File: src/rtl/cva5_types.sv
// Shared TLB types: access classes, entry layout, requester states.
// Imported by the TLB walk requester and its helpers.
package cva5_types;

    localparam int TLB_ASID_W = 9;

    typedef enum logic [1:0] {
        CLS_STORE = 2'd0,
        CLS_LOAD  = 2'd1,
        CLS_FETCH = 2'd2
    } access_class_t;

    typedef struct packed {
        logic                  valid;
        logic [19:0]           vpn;
        logic [TLB_ASID_W-1:0] asid;
        access_class_t         cls;
        logic [19:0]           ppn;
    } tlb_entry_t;

    typedef enum logic [3:0] {
        TLB_IDLE    = 4'b0001,
        TLB_LOOKUP  = 4'b0010,
        TLB_MISS    = 4'b0100,
        TLB_RESPOND = 4'b1000
    } tlb_state_t;

    function automatic access_class_t get_class(
        input logic rnw,
        input logic execute
    );
        if (execute)
            return CLS_FETCH;
        else if (rnw)
            return CLS_LOAD;
        else
            return CLS_STORE;
    endfunction

endpackage

File: src/rtl/tlb_replace_ptr.sv
// One-hot round-robin victim pointer for the TLB.
// Advances one way per fill and wraps back to way 0.
module tlb_replace_ptr #(
    parameter int WAYS = 4
) (
    input  logic            clk,
    input  logic            rst,
    input  logic            i_advance,
    output logic [WAYS-1:0] o_ptr
);

    logic [WAYS-1:0] r_ptr;

    // Rotate the one-hot pointer left on every fill
    always_ff @(posedge clk or posedge rst) begin
        if (rst)
            r_ptr <= WAYS'(1);
        else if (i_advance)
            r_ptr <= {r_ptr[WAYS-2:0], r_ptr[WAYS-1]};
    end

    assign o_ptr = r_ptr;

endmodule

File: src/rtl/tlb_walk_requester.sv
// Fully-associative Sv32 TLB that requests page walks from the MMU
// on a miss, installs fills round-robin and returns the physical address.
module tlb_walk_requester
    import cva5_types::*;
#(
    parameter int WAYS   = 4,
    parameter int ASID_W = TLB_ASID_W
) (
    input  logic              clk,
    input  logic              rst,
    input  logic              tlb_on,
    input  logic [ASID_W-1:0] asid,
    input  logic              flush,
    input  logic              abort_request,
    input  logic              new_request,
    input  logic [31:0]       virtual_address,
    input  logic              rnw,
    input  logic              execute,
    output logic              ready,
    output logic              done,
    output logic              is_fault,
    output logic [31:0]       physical_address,
    output logic              mmu_request,
    output logic [31:0]       mmu_virtual_address,
    output logic              mmu_rnw,
    output logic              mmu_execute,
    input  logic [19:0]       mmu_upper_physical_address,
    input  logic              mmu_write_entry,
    input  logic              mmu_is_fault
);

    tlb_state_t        r_state;
    tlb_state_t        w_next;
    tlb_entry_t        r_tlb [WAYS];
    tlb_entry_t        w_fill;
    logic [31:0]       r_va;
    logic [31:0]       r_pa;
    logic              r_rnw;
    logic              r_exec;
    logic              r_fault;
    logic [ASID_W-1:0] r_asid;
    logic              w_accept;
    logic              w_install;
    logic              w_any_hit;
    logic [WAYS-1:0]   w_hit;
    logic [WAYS-1:0]   w_ptr;
    logic [19:0]       w_ppn_way [WAYS];
    logic [19:0]       w_hit_ppn;
    access_class_t     w_cls;

    assign w_accept = new_request & ready;
    assign w_cls    = get_class(rnw, execute);

    // Tag compare against the incoming request, one-hot per way
    for (genvar i = 0; i < WAYS; i++) begin : g_way
        assign w_hit[i] = r_tlb[i].valid
                        & (r_tlb[i].vpn  == virtual_address[31:12])
                        & (r_tlb[i].asid == asid)
                        & (r_tlb[i].cls  == w_cls);
        assign w_ppn_way[i] = r_tlb[i].ppn & {20{w_hit[i]}};
    end

    // OR-reduce the masked PPNs; at most one way contributes
    always_comb begin
        w_hit_ppn = '0;
        for (int i = 0; i < WAYS; i++)
            w_hit_ppn = w_hit_ppn | w_ppn_way[i];
    end

    assign w_any_hit = |w_hit;

    assign w_fill = '{
        valid: 1'b1,
        vpn:   r_va[31:12],
        asid:  r_asid,
        cls:   get_class(r_rnw, r_exec),
        ppn:   mmu_upper_physical_address
    };

    tlb_replace_ptr #(.WAYS(WAYS)) u_ptr (
        .clk       (clk),
        .rst       (rst),
        .i_advance (w_install),
        .o_ptr     (w_ptr)
    );

    // State register
    always_ff @(posedge clk or posedge rst) begin
        if (rst)
            r_state <= TLB_IDLE;
        else
            r_state <= w_next;
    end

    // Next state and handshake outputs; abort masks everything
    always_comb begin
        w_next      = r_state;
        ready       = 1'b0;
        done        = 1'b0;
        mmu_request = 1'b0;
        w_install   = 1'b0;
        case (r_state)
            TLB_IDLE: begin
                ready = ~flush;
                if (w_accept)
                    w_next = (~tlb_on | w_any_hit) ? TLB_LOOKUP : TLB_MISS;
            end
            TLB_LOOKUP: begin
                done   = 1'b1;
                w_next = TLB_IDLE;
            end
            TLB_MISS: begin
                mmu_request = 1'b1;
                if (mmu_write_entry) begin
                    w_install = 1'b1;
                    w_next    = TLB_RESPOND;
                end else if (mmu_is_fault) begin
                    w_next = TLB_RESPOND;
                end
            end
            TLB_RESPOND: begin
                done   = 1'b1;
                w_next = TLB_IDLE;
            end
            default: w_next = TLB_IDLE;
        endcase
        if (abort_request) begin
            w_next      = TLB_IDLE;
            done        = 1'b0;
            mmu_request = 1'b0;
            w_install   = 1'b0;
        end
        is_fault = done & r_fault;
    end

    // Request latch and result register
    always_ff @(posedge clk or posedge rst) begin
        if (rst) begin
            r_va    <= '0;
            r_pa    <= '0;
            r_rnw   <= 1'b0;
            r_exec  <= 1'b0;
            r_asid  <= '0;
            r_fault <= 1'b0;
        end else begin
            if (w_accept) begin
                r_va    <= virtual_address;
                r_rnw   <= rnw;
                r_exec  <= execute;
                r_asid  <= asid;
                r_fault <= 1'b0;
                r_pa    <= tlb_on ? {w_hit_ppn, virtual_address[11:0]}
                                  : virtual_address;
            end
            if (r_state == TLB_MISS) begin
                if (mmu_write_entry) begin
                    r_pa    <= {mmu_upper_physical_address, r_va[11:0]};
                    r_fault <= 1'b0;
                end else if (mmu_is_fault) begin
                    r_fault <= 1'b1;
                end
            end
        end
    end

    // Entry storage: flush clears valids, a same-cycle fill still lands
    always_ff @(posedge clk or posedge rst) begin
        if (rst) begin
            for (int i = 0; i < WAYS; i++)
                r_tlb[i] <= '0;
        end else begin
            for (int i = 0; i < WAYS; i++) begin
                if (flush)
                    r_tlb[i].valid <= 1'b0;
                if (w_install & w_ptr[i])
                    r_tlb[i] <= w_fill;
            end
        end
    end

    assign physical_address    = r_pa;
    assign mmu_virtual_address = r_va;
    assign mmu_rnw             = r_rnw;
    assign mmu_execute         = r_exec;

    a_one_hit: assert property (
        @(posedge clk) disable iff (rst) $onehot0(w_hit)
    );

    a_req_in_miss: assert property (
        @(posedge clk) disable iff (rst) mmu_request |-> (r_state == TLB_MISS)
    );

endmodule

File: config.mk
export PLATFORM = sky130hd
export DESIGN_NAME = tlb_walk_requester
export DESIGN_NICKNAME = d
export VERILOG_FILES = /design/src/rtl/cva5_types.sv /design/src/rtl/tlb_replace_ptr.sv /design/src/rtl/tlb_walk_requester.sv
export SDC_FILE = /design/constraint.sdc
export NUM_CORES = 1
export LEC_CHECK = 0
export ABC_AREA = 1
export BUFFER_PORTS_ARGS = -buffer_cell sky130_fd_sc_hd__buf_4
export CAP_MARGIN = 25
export CORE_UTILIZATION = 50
export CTS_CLUSTER_SIZE = 8
export DETAILED_ROUTE_END_ITERATION = 7
export GPL_ROUTABILITY_DRIVEN = 0
export PLACE_DENSITY_LB_ADDON = 0.25
export SETUP_SLACK_MARGIN = 0.1
export SLEW_MARGIN = 20
export SYNTH_ARGS = -nofsm -noshare
export SYNTH_HDL_FRONTEND = slang
export SYNTH_SLANG_ARGS = --single-unit
File: constraint.sdc
create_clock -name clk -period 8.33 [get_ports clk]
set_input_delay 0.833 -clock clk [delete_from_list [all_inputs] [get_ports clk]]
set_output_delay 0.833 -clock clk [all_outputs]
set_load 0.005 [all_outputs]
==> summary.md <==
| Metric | Value |
|---|---|
| Seq pwr share | `a little under half` |
| Reg clk slew, reported paths | `0.05 ns` |
| Slew Viols, Final | `0` |
| Period utilization | `40.10%` |
| Final Skew | `a little over 0.02 ns` |
| Post-CTS Setup Inserts | `0` |
| Arrival time of the worst setup path | `around 3.7 ns` |
| Post-synth net total | `1827` |
| IO Count | `141` |
| # hold bufs at CTS | `0` |
| Final period demand of the worst path | `3.340 ns` |
| Hold Path Origin | `r_tlb[0]` |
| DR iter-0 viols | `1185` |
| WL per Instance | `18.76 µm` |
| RSZ-0062 raised after global routing | `no` |
| Cell Area, Placed | `~15000 µm²` |
| Max layer used | `met4` |
| Total CTS buffers | `42` |
| Type of the worst setup path | `reg2reg` |
| Detail Route Antenna Nets | `0` |
| Synth top area share | `52.17%` |
| Startpoint Class | `flip-flop` |
| Synth area leader | `dfrtp_1` |
| Final core utilization | `60.02%` |
| Yosys warns | `0` |
| Logic gate share of total power | `15.1%` |
| Hold Violations, Final | `0` |
| CP Max Fanout | `46` |
| Max-cap violations | `0` |
| Syn_area_per_cell | `just under 8 µm²` |
| Detailed Place HPWL | `27720 µm` |
| Clk sink count | `292` |
| Int Power | `2.806 mW` |
| Static Leak | `8.272 nW` |
| Vias in the first global route | `between 10000 and 15000` |
| DP Cell Count | `between 2000 and 2500` |
| Core Rows | `60` |
| Resized cells post-CTS | `0` |
| Synth Flop Type | `dfrtp_1` |
| Crit. End Element | `flip-flop` |
| Post-synthesis cell type count | `34` |
| Vias per cell | `approximately 5.5` |
| Fraction of registers with async set/reset | `100.0%` |
| Met1 wire length | `18020 µm` |
| Worst-Margin Slew | `0.7777 ns` |
| CTS tree | `done` |
| Die Ht | `168.8 µm` |
| Ant. Diodes | `0` |
| Share of post-route cells with drive strength above 1 | `12.23%` |
| First-pass GRT wire length | `66000 µm` |
| Total negative slack | `0 ns` |
| Initial antenna violation count | `0` |
| GRT Overall Usage | `30.05%` |
| Status | `finished, final reports clean` |
| Count leader, synth | `nand2_1` |
| Seq/Total Area, Yosys | `52.55%` |
| H-Tree Depth | `2` |
| Commonest cells in the netlist | `nand2_1 (564), dfrtp_1 (290), o21ai_0 (165), inv_1 (163), nand3_1 (125)` |
| Total wire length | `41970 µm` |
| Initial Utilization | `51.33%` |
| Worst Hold Class | `reg2reg` |
| Clock power frac | `between 30% and 40%` |
| Max-Slew Margin vs Limit | `48.15%` |
| Met3 routed WL | `3189 µm` |
| Hold path endpoint | `r_tlb[0]` |
| Synth Cell Area | `13910 µm²` |
| Met2 wire length | `19400 µm` |
| Clk_lat worst skew | `between 0.5 and 0.6 ns` |
| Worst Path Required | `just under 9 ns` |
| Final-report setup violation count | `0` |
| CTS Buffer Depth | `3` |
| Flop-to-flop setup slack | `roughly 5 ns` |
| Area Growth Syn to Fin | `16.94%` |
| Detailed-route DRC error count | `0` |
| Synth Instances | `1756` |
| Total die area | `28490 µm²` |
| Worst reg-to-reg path cell count | `12` |
| Worst vdd ir | `about 0.16 mV` |
| Root Buffer | `clkbuf_16` |
| EDFF count, synth | `0` |
| Peak Freq | `between 200 and 300 MHz` |
| R2r startpoint | `r_state[1]` |
| Psw | `roughly 1.1 mW` |
| Port bufs | `140` |
| Synth top area cells | `dfrtp_1 (52%), nand2_1 (15%), o21ai_0 (5.9%)` |
| TritonRoute pass-1 iters | `5` |
| Global route overflow | `0` |
| Post-route non-filler standard cell count | `2237` |
| Design area | `16270 µm²` |
| Min-Delay Path Depth | `2` |
| #FFs+latches synth | `roughly 290` |
| Largest net degree at the start of global routing | `between 150 and 200` |
| Total Nets Final | `1927` |
| Sw frac | `28.22%` |
| Die width | `around 170 µm` |
| Routed vias | `12310` |
| Hold slack | `0.4892 ns` |
| Reg2reg end | `r_tlb[101]` |
| Core footprint | `27100 µm²` |
| Pwr dens | `between 200 and 250 nW/µm²` |
## per-layer routing
layer	GRT usage (%)	up-vias
met5	0	-
met4	11.34	0
met3	5.354	87
met2	47.56	544
met1	41.38	5904
li1	-	5773
## metrics by stage
stage	power, mW	worst slack [ns]
after detailed placement	2.376	4.934
after global routing	4.081	4.710
after CTS	3.916	4.984
after global placement	2.356	4.938
after floorplan	2.103	3.623
final	3.909	4.990
## worst max-delay path by stage
stage | to | slack, ns | from
finish | r_tlb[101] | 4.99 | r_state[1]
global route | r_tlb[62] | 4.71 | r_state[1]
CTS | r_tlb[205] | 4.98 | r_state[1]
detailed placement | physical_address[16] | 4.93 | flush
global placement | r_tlb[4] | 4.94 | mmu_write_entry
floorplan | mmu_execute | 3.62 | rst
## layout by cell type (no fill, tap or decap), types with 20 or more instances in the layout
master     count
nor2_1        92
inv_1        162
a21oi_1       47
o21ai_0      165
o21ai_1      116
buf_4        154
clkbuf_16     42
xnor2_1       25
nand2_1      563
o21bai_1      20
nand3_1      125
dfrtp_1      290
## flip-flops by register name, indices dropped and copies added, names as in the netlist
| register | count |
|---|---|
| mmu_rnw | 1 |
| r_tlb | 208 |
| r_state | 4 |
| r_fault | 1 |
| physical_address | 32 |
| u_ptr.o_ptr | 4 |
| mmu_execute | 1 |
| mmu_virtual_address | 32 |
| r_asid | 9 |
## worst max-delay path: stages (launching register included)
cell and delay [ns]:
dfrtp_1 0.37, or2_4 0.28, nor3_4 0.18, inv_2 0.08, nor2_4 0.49, inv_2 0.15, nor2_8 0.15, inv_4 0.11
nor2_8 0.46, inv_2 0.32, buf_4 0.38, nand2_1 0.12, o21ai_1 0.06
## cell type report
| cell class | instances | area (µm²) |
|---|---|---|
| Tap cell | 372 | 465.4 |
| Timing Repair Buffer | 159 | 1271 |
| Clock inverter | 4 | 63.81 |
| Clock buffer | 49 | 1077 |
| Sequential cell | 292 | 7310 |
| Inverter | 172 | 651.9 |
| Multi-Input combinational cell | 1189 | 5428 |
| Fill cell | 2424 | 10830 |
## power by group through the flow
stage	registers, mW	clock network [mW]	logic [mW]
finish	1.78	1.54	0.592
global route	1.80	1.62	0.666
CTS	1.77	1.55	0.591
detailed placement	1.79	0	0.586
global placement	1.79	0	0.570
floorplan	1.75	0	0.356
## cell families (layout without fill, tap and decap cells)
family / count (synthesis) / in the layout / synth area share, %
buf+inv: 275 / 384 / 8.491
xor+xnor: 28 / 28 / 1.763
simple gates: 799 / 799 / 23.66
compound gates: 362 / 362 / 13.54
flops: 292 / 292 / 52.55
(Power assumes the default switching activity.)
